## config.mk

```make
export PLATFORM = sky130hd
export DESIGN_NAME = object_extractor_flat
export DESIGN_NICKNAME = d
export VERILOG_FILES = /design/src/rtl/object_pkg.sv /design/src/rtl/object_extractor_if.sv /design/src/rtl/run_detector.sv /design/src/rtl/object_extractor.sv /design/src/flat_wrapper.sv
export SDC_FILE = /design/constraint.sdc
export NUM_CORES = 2
export LEC_CHECK = 0
export CORE_ASPECT_RATIO = 2
export CORE_MARGIN = 1.5
export CORE_UTILIZATION = 35
export CTS_BUF_LIST = sky130_fd_sc_hd__clkbuf_16
export DETAILED_ROUTE_END_ITERATION = 8
export PLACE_DENSITY_LB_ADDON = 0.3
export SLEW_MARGIN = 20
export SYNTH_ARGS = -nofsm -noshare
export SYNTH_HDL_FRONTEND = slang
export SYNTH_SLANG_ARGS = --single-unit
```

## constraint.sdc

```tcl
create_clock -name clock -period 45.3 [get_ports clock]
set_clock_uncertainty 0.15 [all_clocks]
set_input_delay 13.59 -clock clock [delete_from_list [all_inputs] [get_ports clock]]
set_output_delay 13.59 -clock clock [all_outputs]
set_load 0.005 [all_outputs]
```

## src/rtl/object_pkg.sv

```systemverilog
// Shared types for the streaming object extractor.
// Provides the coordinate/area widths, the object record written to the
// per-frame object buffer, the per-slot tracking state, the FSM state type
// and small min/max helpers.
package object_pkg;

  localparam int unsigned COORD_W = 11;
  localparam int unsigned AREA_W  = 20;

  typedef logic [COORD_W-1:0] coord_t;

  typedef struct packed {
    coord_t              x_min;
    coord_t              x_max;
    coord_t              y_min;
    coord_t              y_max;
    logic [AREA_W-1:0]   area;
  } object_t;

  // prev_* describe the object's extent in the last completed row (prev_ne
  // says whether that row held any of it); cur_* accumulate the current row.
  typedef struct packed {
    logic    valid;
    logic    touched;
    logic    prev_ne;
    coord_t  prev_lo;
    coord_t  prev_hi;
    coord_t  cur_lo;
    coord_t  cur_hi;
    object_t obj;
  } slot_t;

  typedef enum logic [1:0] {StIdle, StActive, StScan, StFlush} state_e;

  function automatic coord_t coord_min(coord_t a, coord_t b);
    return (a < b) ? a : b;
  endfunction

  function automatic coord_t coord_max(coord_t a, coord_t b);
    return (a > b) ? a : b;
  endfunction

endpackage

```

## src/rtl/object_extractor_if.sv

```systemverilog
// Pixel-stream / object-buffer bundle for object_extractor.
// master: the upstream/test side driving frame_start, pix_valid, pix_mask,
//         line_end, frame_end, buf_full and observing the outputs.
// slave:  the extractor, consuming the stream and producing obj_data,
//         obj_write, busy and frame_done.
interface object_extractor_if;
  import object_pkg::*;

  logic    frame_start;
  logic    pix_valid;
  logic    pix_mask;
  logic    line_end;
  logic    frame_end;
  logic    buf_full;
  object_t obj_data;
  logic    obj_write;
  logic    busy;
  logic    frame_done;

  modport master (
    output frame_start, pix_valid, pix_mask, line_end, frame_end, buf_full,
    input  obj_data, obj_write, busy, frame_done
  );

  modport slave (
    input  frame_start, pix_valid, pix_mask, line_end, frame_end, buf_full,
    output obj_data, obj_write, busy, frame_done
  );

endinterface

```

## src/rtl/run_detector.sv

```systemverilog
// Horizontal run detector for the object extractor.
// Counts valid pixels along a row (x, saturating, cleared by line_end or
// clear) and reports each closed run of set pixels as a one-cycle
// run_valid with registered run_lo/run_hi. Gaps in pix_valid do not break a
// run; a run still open at line_end is closed there.
// Ports: clock, reset (async, active-high), clear (frame start), enable,
//        pix_valid, pix_mask, line_end -> run_valid, run_lo, run_hi.
module run_detector
  import object_pkg::*;
(
  input  logic   clock,
  input  logic   reset,
  input  logic   clear,
  input  logic   enable,
  input  logic   pix_valid,
  input  logic   pix_mask,
  input  logic   line_end,
  output logic   run_valid,
  output coord_t run_lo,
  output coord_t run_hi
);

  coord_t x_q;
  coord_t open_lo_q;
  coord_t open_hi_q;
  logic   in_run_q;

  always_ff @(posedge clock or posedge reset) begin
    if (reset) begin
      x_q       <= '0;
      open_lo_q <= '0;
      open_hi_q <= '0;
      in_run_q  <= 1'b0;
      run_valid <= 1'b0;
      run_lo    <= '0;
      run_hi    <= '0;
    end else begin
      run_valid <= 1'b0;
      if (clear) begin
        x_q      <= '0;
        in_run_q <= 1'b0;
      end else if (enable) begin
        if (line_end) begin
          x_q      <= '0;
          in_run_q <= 1'b0;
          if (in_run_q) begin
            run_valid <= 1'b1;
            run_lo    <= open_lo_q;
            run_hi    <= open_hi_q;
          end
        end else if (pix_valid) begin
          if (x_q != '1) x_q <= x_q + 1'b1;
          if (pix_mask) begin
            if (!in_run_q) begin
              in_run_q  <= 1'b1;
              open_lo_q <= x_q;
            end
            // Track the last set pixel so the run end is exact even at x saturation.
            open_hi_q <= x_q;
          end else if (in_run_q) begin
            in_run_q  <= 1'b0;
            run_valid <= 1'b1;
            run_lo    <= open_lo_q;
            run_hi    <= open_hi_q;
          end
        end
      end
    end
  end

endmodule

```

## src/rtl/object_extractor.sv

```systemverilog
// Streaming connected-component extractor.
// Groups runs from run_detector into 8-connected objects held in NSLOTS
// slots, tracking bounding box and area. After each line_end the slots are
// scanned one per cycle: objects not continued in the finished row are
// emitted (if area >= MIN_AREA and the buffer is not full) and freed.
// frame_end flushes every open object the same way, then frame_done pulses.
// Ports: clock, reset (async, active-high), bus (object_extractor_if.slave).
// Optional: define OBJECT_EXTRACTOR_STATS_EN to add dropped_runs and
// dropped_objects saturating 16-bit counters.
module object_extractor
  import object_pkg::*;
#(
  parameter int unsigned NSLOTS   = 8,
  parameter int unsigned MIN_AREA = 4
) (
  input  logic                clock,
  input  logic                reset,
  object_extractor_if.slave   bus
`ifdef OBJECT_EXTRACTOR_STATS_EN
  ,
  output logic [15:0]         dropped_runs,
  output logic [15:0]         dropped_objects
`endif
);

  localparam int unsigned IdxW = (NSLOTS > 1) ? $clog2(NSLOTS) : 1;
  localparam int unsigned CntW = $clog2(NSLOTS + 2);
  localparam logic [CntW-1:0] CntLast = CntW'(NSLOTS + 1);

  state_e          state_q;
  logic [CntW-1:0] cnt_q;
  coord_t          y_q;
  coord_t          run_row_q;
  slot_t           slots_q [NSLOTS];
  logic            obj_write_q;
  object_t         obj_data_q;
  logic            busy_q;
  logic            frame_done_q;

  logic            run_valid;
  coord_t          run_lo;
  coord_t          run_hi;

  logic            match_found;
  logic            free_found;
  logic [IdxW-1:0] match_idx;
  logic [IdxW-1:0] free_idx;
  slot_t           hit;
  slot_t           absorbed;
  slot_t           fresh;
  logic [AREA_W-1:0] run_len;

  logic            examining;
  logic [IdxW-1:0] exam_idx;
  slot_t           exam;
  logic            emit_now;
  logic            qualifies;

`ifdef OBJECT_EXTRACTOR_STATS_EN
  logic [15:0] drop_runs_q;
  logic [15:0] drop_objs_q;
  assign dropped_runs    = drop_runs_q;
  assign dropped_objects = drop_objs_q;
`endif

  assign bus.obj_write  = obj_write_q;
  assign bus.obj_data   = obj_data_q;
  assign bus.busy       = busy_q;
  assign bus.frame_done = frame_done_q;

  run_detector u_run_detector (
    .clock     (clock),
    .reset     (reset),
    .clear     (bus.frame_start),
    .enable    (state_q == StActive),
    .pix_valid (bus.pix_valid),
    .pix_mask  (bus.pix_mask),
    .line_end  (bus.line_end),
    .run_valid (run_valid),
    .run_lo    (run_lo),
    .run_hi    (run_hi)
  );

  always_comb begin
    match_found = 1'b0;
    match_idx   = '0;
    free_found  = 1'b0;
    free_idx    = '0;
    for (int unsigned i = 0; i < NSLOTS; i++) begin
      // 8-connectivity: overlap with the previous row widened by one pixel each side.
      if (!match_found && slots_q[i].valid && slots_q[i].prev_ne &&
          ({1'b0, run_lo} <= {1'b0, slots_q[i].prev_hi} + 1'b1) &&
          ({1'b0, run_hi} + 1'b1 >= {1'b0, slots_q[i].prev_lo})) begin
        match_found = 1'b1;
        match_idx   = IdxW'(i);
      end
      if (!free_found && !slots_q[i].valid) begin
        free_found = 1'b1;
        free_idx   = IdxW'(i);
      end
    end

    run_len = AREA_W'(run_hi - run_lo) + 1'b1;

    hit      = slots_q[match_idx];
    absorbed = hit;
    absorbed.touched   = 1'b1;
    // First run of a new row replaces the stale extent; later runs widen it.
    absorbed.cur_lo    = hit.touched ? coord_min(hit.cur_lo, run_lo) : run_lo;
    absorbed.cur_hi    = hit.touched ? coord_max(hit.cur_hi, run_hi) : run_hi;
    absorbed.obj.x_min = coord_min(hit.obj.x_min, run_lo);
    absorbed.obj.x_max = coord_max(hit.obj.x_max, run_hi);
    absorbed.obj.y_max = coord_max(hit.obj.y_max, run_row_q);
    absorbed.obj.area  = hit.obj.area + run_len;

    fresh         = '0;
    fresh.valid   = 1'b1;
    fresh.touched = 1'b1;
    fresh.cur_lo  = run_lo;
    fresh.cur_hi  = run_hi;
    fresh.obj     = '{x_min: run_lo, x_max: run_hi, y_min: run_row_q, y_max: run_row_q,
                      area: run_len};
  end

  assign examining = ((state_q == StScan) || (state_q == StFlush)) &&
                     (cnt_q != '0) && (cnt_q <= CntW'(NSLOTS));
  assign exam_idx  = IdxW'(cnt_q - 1'b1);
  assign exam      = slots_q[exam_idx];
  assign emit_now  = exam.valid && ((state_q == StFlush) || !exam.touched);
  assign qualifies = exam.obj.area >= AREA_W'(MIN_AREA);

  always_ff @(posedge clock or posedge reset) begin
    if (reset) begin
      state_q      <= StIdle;
      cnt_q        <= '0;
      y_q          <= '0;
      run_row_q    <= '0;
      obj_write_q  <= 1'b0;
      obj_data_q   <= '0;
      busy_q       <= 1'b0;
      frame_done_q <= 1'b0;
      for (int unsigned i = 0; i < NSLOTS; i++) slots_q[i] <= '0;
`ifdef OBJECT_EXTRACTOR_STATS_EN
      drop_runs_q  <= '0;
      drop_objs_q  <= '0;
`endif
    end else begin
      obj_write_q  <= 1'b0;
      frame_done_q <= 1'b0;
      // Row of the run reported by run_detector this cycle (y may have advanced).
      run_row_q    <= y_q;
      if (bus.frame_start) begin
        state_q <= StActive;
        cnt_q   <= '0;
        y_q     <= '0;
        busy_q  <= 1'b0;
        for (int unsigned i = 0; i < NSLOTS; i++) begin
          slots_q[i].valid   <= 1'b0;
          slots_q[i].touched <= 1'b0;
        end
`ifdef OBJECT_EXTRACTOR_STATS_EN
        drop_runs_q <= '0;
        drop_objs_q <= '0;
`endif
      end else begin
        if (run_valid) begin
          if (match_found) begin
            slots_q[match_idx] <= absorbed;
          end else if (free_found) begin
            slots_q[free_idx] <= fresh;
          end else begin
`ifdef OBJECT_EXTRACTOR_STATS_EN
            if (drop_runs_q != '1) drop_runs_q <= drop_runs_q + 1'b1;
`endif
          end
        end
        unique case (state_q)
          StActive: begin
            if (bus.line_end) begin
              state_q <= StScan;
              cnt_q   <= '0;
              busy_q  <= 1'b1;
              if (y_q != '1) y_q <= y_q + 1'b1;
            end else if (bus.frame_end) begin
              // Flush skips the run-settling cycle: slot 0 is examined next cycle.
              state_q <= StFlush;
              cnt_q   <= CntW'(1);
              busy_q  <= 1'b1;
            end
          end
          StScan, StFlush: begin
            if (examining && exam.valid) begin
              slots_q[exam_idx].touched <= 1'b0;
              if (emit_now) begin
                slots_q[exam_idx].valid <= 1'b0;
                if (qualifies) begin
                  if (!bus.buf_full) begin
                    obj_write_q <= 1'b1;
                    obj_data_q  <= exam.obj;
                  end else begin
`ifdef OBJECT_EXTRACTOR_STATS_EN
                    if (drop_objs_q != '1) drop_objs_q <= drop_objs_q + 1'b1;
`endif
                  end
                end
              end else begin
                slots_q[exam_idx].prev_lo <= exam.cur_lo;
                slots_q[exam_idx].prev_hi <= exam.cur_hi;
                slots_q[exam_idx].prev_ne <= 1'b1;
              end
            end
            if (cnt_q == CntLast) begin
              state_q      <= (state_q == StScan) ? StActive : StIdle;
              busy_q       <= 1'b0;
              frame_done_q <= (state_q == StFlush);
              cnt_q        <= '0;
            end else begin
              cnt_q <= cnt_q + 1'b1;
            end
          end
          default: ;
        endcase
      end
    end
  end

endmodule

```

## src/flat_wrapper.sv

```systemverilog
// flat-port wrapper written by rule: the top's interface ports become plain ports
module object_extractor_flat import object_pkg::*;
#(
  parameter int unsigned NSLOTS   = 8,
  parameter int unsigned MIN_AREA = 4
)
  (clock, reset, bus_frame_start, bus_pix_valid, bus_pix_mask, bus_line_end, bus_frame_end, bus_buf_full, bus_obj_data, bus_obj_write, bus_busy, bus_frame_done);
  object_extractor_if bus_i ();
  input  logic clock;
  input  logic reset;
  input wire logic [$bits(bus_i.frame_start)-1:0] bus_frame_start;
  input wire logic [$bits(bus_i.pix_valid)-1:0] bus_pix_valid;
  input wire logic [$bits(bus_i.pix_mask)-1:0] bus_pix_mask;
  input wire logic [$bits(bus_i.line_end)-1:0] bus_line_end;
  input wire logic [$bits(bus_i.frame_end)-1:0] bus_frame_end;
  input wire logic [$bits(bus_i.buf_full)-1:0] bus_buf_full;
  output wire logic [$bits(bus_i.obj_data)-1:0] bus_obj_data;
  output wire logic [$bits(bus_i.obj_write)-1:0] bus_obj_write;
  output wire logic [$bits(bus_i.busy)-1:0] bus_busy;
  output wire logic [$bits(bus_i.frame_done)-1:0] bus_frame_done;
  assign bus_i.frame_start = bus_frame_start;
  assign bus_i.pix_valid = bus_pix_valid;
  assign bus_i.pix_mask = bus_pix_mask;
  assign bus_i.line_end = bus_line_end;
  assign bus_i.frame_end = bus_frame_end;
  assign bus_i.buf_full = bus_buf_full;
  assign bus_obj_data = bus_i.obj_data;
  assign bus_obj_write = bus_i.obj_write;
  assign bus_busy = bus_i.busy;
  assign bus_frame_done = bus_i.frame_done;
  object_extractor #(.NSLOTS(NSLOTS), .MIN_AREA(MIN_AREA)) u_core (.clock(clock), .reset(reset), .bus(bus_i));
endmodule
```

# Yosys cells after proc, flatten, opt, wreduce, memory -nomap -nowiden
# Cells that the tools add are included.
# op_classes
n_addsub,16
mul,0
div_mod_pow,0
n_lt_le_gt_ge,29
eq_ne,9
n_shift,0
muxes,132
bitwise_logic,7
reduce_logical,86
# op_table
op,count
888-bit bitwise mux,7
888-bit 2-to-1 mux,7
111-bit demux with 3-bit select,7
111-bit 2-to-1 mux,7
111-bit binary-select mux with 3-bit select,2
11-bit 2-to-1 mux,24
110-bit 2-to-1 mux,1
109-bit 2-to-1 mux,1
11-bit by 1-bit adder with 12-bit output (second input constant),9
108-bit 2-to-1 mux,1
97-bit 2-to-1 mux,1
12-bit by 11-bit >= comparator with 1-bit output,8
11-bit by 12-bit <= comparator with 1-bit output,8
1-bit logical AND,45
1-bit 2-to-1 mux,43
11-bit greater-than comparator,3
2-bit 2-to-1 mux,16
3-bit 2-to-1 mux,8
11-bit by 1-bit adder with 11-bit output (second input constant),2
11-bit < comparator,2
11-bit != test (second input constant),2
1-bit zero test,21
20-bit by 1-bit adder with 20-bit output (second input constant),1
20-bit adder,1
other kinds (29),52
# word_totals
ff_bits,1040
latch_bits,0
ram_bits,0
romBits,0
inputBits,8
out_inout_bits,67
wordCells,394
mem_count,0

# Depth between registers and ports, before layout
# depth
word_depth,66
mapped_depth,37
ltp_nobuf,32

# Cells and area by module
# From an unflattened synthesis, not the netlist that was laid out.
# hier_totals
cells_unflattened,6439
hier_area_um2,60954.7
# by_module_without_submodules
mod,n_inst,cells_per_inst,area_per_inst_um2
object_extractor,1,6257,58509.9
run_detector,1,182,2444.8

# Least setup slack after synthesis
# Ideal clock, no wire load.
# synth_timing
path_type,in2reg
from,input bus_frame_start
to,register (tool-made name)
setup_time_ps,125
arrival_time_ps,15199
slack_ps,29826
cell_stages,7
path_cell_list,clkinv_1 -> nand2_1 -> a31oi_1 -> nand2_1 -> nor2_1 -> buf_2 -> mux2_2
# synth_rtl
item,line_no,text
from (decl),flat_wrapper.sv:11,input wire logic [$bits(bus_i.frame_start)-1:0] bus_frame_start;

==> run metrics <==
hold buffer count at cts=0; post-layout util=39.0%; Seq. cell area=26000 um^2; H-tree depth=3; Post-Syn Area per Cell=8.93 um^2; failing checks=design-rule violations; CTS root buffer=clkbuf_16; number of global-route vias before repair=63000; Worst Setup End Kind=async pin; Tmin final=17.48 ns; ys async rst share=100%; initial core utilization=35.2%; most frequent cells after synthesis=dfrtp_1, nand2_1, o21ai_0, clkbuf_1, nor2_1; PostCTS Resize Cnt=0; antenna violations before repair=26; CP required=45.90 ns; top cells by area, synth=dfrtp_1, ha_1, o21ai_0, nand2_1, a22oi_1; Final Hold Viols=0; gr ovfl total=0; CORE AREA=175000 um^2; most numerous cell in the Yosys netlist=dfrtp_1; pin count of the biggest net entering global routing=164; Cell variety after synth=103; TNS Setup=0 ns; Die H=596 um; wire per inst=35.3 um; LEAKAGE=0.0285 uW; unrepaired setup endpoints after global routing=false; peak supply drop=0.0481 mV; outcome=finished, violations left; Pwr Total=2920 uW; dpl hpwl=200000 um; layout cells sized above 1=8.24%; first-pass GRT wire length=455000 um; Switch Pwr=1200 uW; TritonCTS clock tree=built; Flop pwr share=33.8%; clock latency on the worst-skew pair=0.80 ns; Via Count=63000; design area=68100 um^2; Max-Cap Viols=0; cell internal pwr=1720 uW; max-slew violation count=0; critical path class=input pin to async pin; DRT antenna net count=0; CTS Buf Count=95; Post-Syn Area=61500 um^2; fin crit share=38.6%; Pre-Repair DR Iteration Count=9; WP data arrival=18.08 ns; Seq/Total Area, Yosys=42.3%; die area=178000 um^2; gpl congestion=0.999; FMAX=57.2 MHz; synthesis-stage register bit count=1039; syn_nets=7176; worst-margin pin slew=1.32 ns; number of I/O pins=75; worst hold-check path type=register to register; Cell Rows=217; Total Routing Usage GR=35.3%; Max clock buf depth=3; top cell type's share of synthesized area=42.3%; fin nets=6957; Worst-path clk slew=0.07 ns; area of the multi-input gates=32800 um^2; most area-hungry cell type in the Yosys netlist=dfrtp_1; EDFF count, synth=0; Die Wd=299 um; Placed Area=64900 um^2; DR iter-0 viols=8364; logic gate share of total power=36.5%; ys flop type=dfrtp_1; Final setup violation count=0; crit-path max FO=142; max_slew headroom=12.1%; Post-Synthesis Cells=6891; via-per-instance ratio=6.95; Clk pwr share=29.7%; port bufs=74; setup bufs post-CTS=0; Routed Wire Length=320000 um; Switching Share=41.1%; PD cells=42.9 nW/um^2; CTS sink count=1039; fill cell count=17500; area grow syn2layout=10.6%; Warnings, synthesis=0; CP Launch Type=input pin; DRC violations left=2
-- cells in the final DEF (no fill, tap or decap), types with 56 or more instances in the layout --
master and count:
o22a_1 64, and3_1 76, nand3_1 155, inv_1 234
a31oi_1 105, nand4_1 72, a221oi_1 158, clkbuf_16 95
clkdlybuf4s50_1 73, o21a_1 103, a221o_1 56, a2bb2oi_1 80
a22oi_1 287, a22o_1 130, ha_1 275, dfrtp_1 1039
mux2_2 62, o22ai_1 147, o21ai_0 656, nand2_1 765
buf_4 194, a21o_1 87, xor2_1 79, nor3_1 160
o221ai_1 77, a21oi_1 346, nor2_1 453
-- final cells by class --
| class | instances | share of cell area (%) |
|---|---|---|
| multi-input cells | 5031 | 48.2 |
| flip-flops and latches | 1039 | 38.2 |
| well taps | 2299 | 4.23 |
| repair buffers | 278 | 3.50 |
| clock buffers | 95 | 3.49 |
| inverters | 227 | 1.26 |
| clock inverters | 74 | 1.08 |
| diodes | 23 | 0.0846 |
-- power groups by stage --
stage	logic [uW]	registers, uW	clock network, uW
6_report	1060	987	867
5_1_grt	1130	988	903
4_1_cts	1020	984	866
3_5_place_dp	1020	1000	0
3_3_place_gp	996	1000	0
2_1_floorplan	631	996	0
-- kinds of logic after synthesis --
group,after synthesis,synth area share (%)
simple gates,1937,14.3
compound gates,2597,29.0
flops,1039,42.3
mux,91,1.71
xor+xnor,129,1.86
buf+inv,821,5.22
fa+ha+maj,277,5.66
-- metrics by stage --
| stage | setup slack (ns) | instances | hold slack (ns) |
|---|---|---|---|
| floorplan | 2.32 | 6891 | 0.218 |
| global placement | 27.08 | 8873 | 0.245 |
| detailed placement | 27.06 | 8873 | 0.252 |
| CTS | 27.82 | 9042 | 0.273 |
| global route | 27.35 | 9052 | 0.289 |
| finish | 27.82 | 9066 | 0.269 |
-- layer usage --
| metal | global-route usage, % | up-vias | routed length (um) |
|---|---|---|---|
| met5 | 0.109 | - | 136 |
| li1 | - | 25300 | - |
| met3 | 9.78 | 1993 | 33800 |
| met1 | 36.3 | 30700 | 101000 |
| met2 | 56.6 | 4947 | 147000 |
| met4 | 35.2 | 15 | 38300 |
-- path summary, 6_finish.rpt --
check	start	end	slack (ns)	cells after the start
max in group clock	bus_frame_start	register	28.23	11
max reg2reg	u_core.u_run_detector.run_hi[3]	register	32.70	23
min in group asynchronous	reset	u_core.bus.obj_data[59]	13.21	2
max	reset	async pin	27.82	6
min	u_core.y_q[5]	u_core.run_row_q[5]	0.27	0
min reg2reg	u_core.y_q[5]	u_core.run_row_q[5]	0.27	0
-- critical path, stage by stage --
cell and delay (ns):
clkdlybuf4s50_1 0.51, inv_8 0.50, buf_12 0.58, buf_4 0.79
buf_4 0.68, buf_4 0.84
No activity file was read; power rests on OpenSTA's default activity.
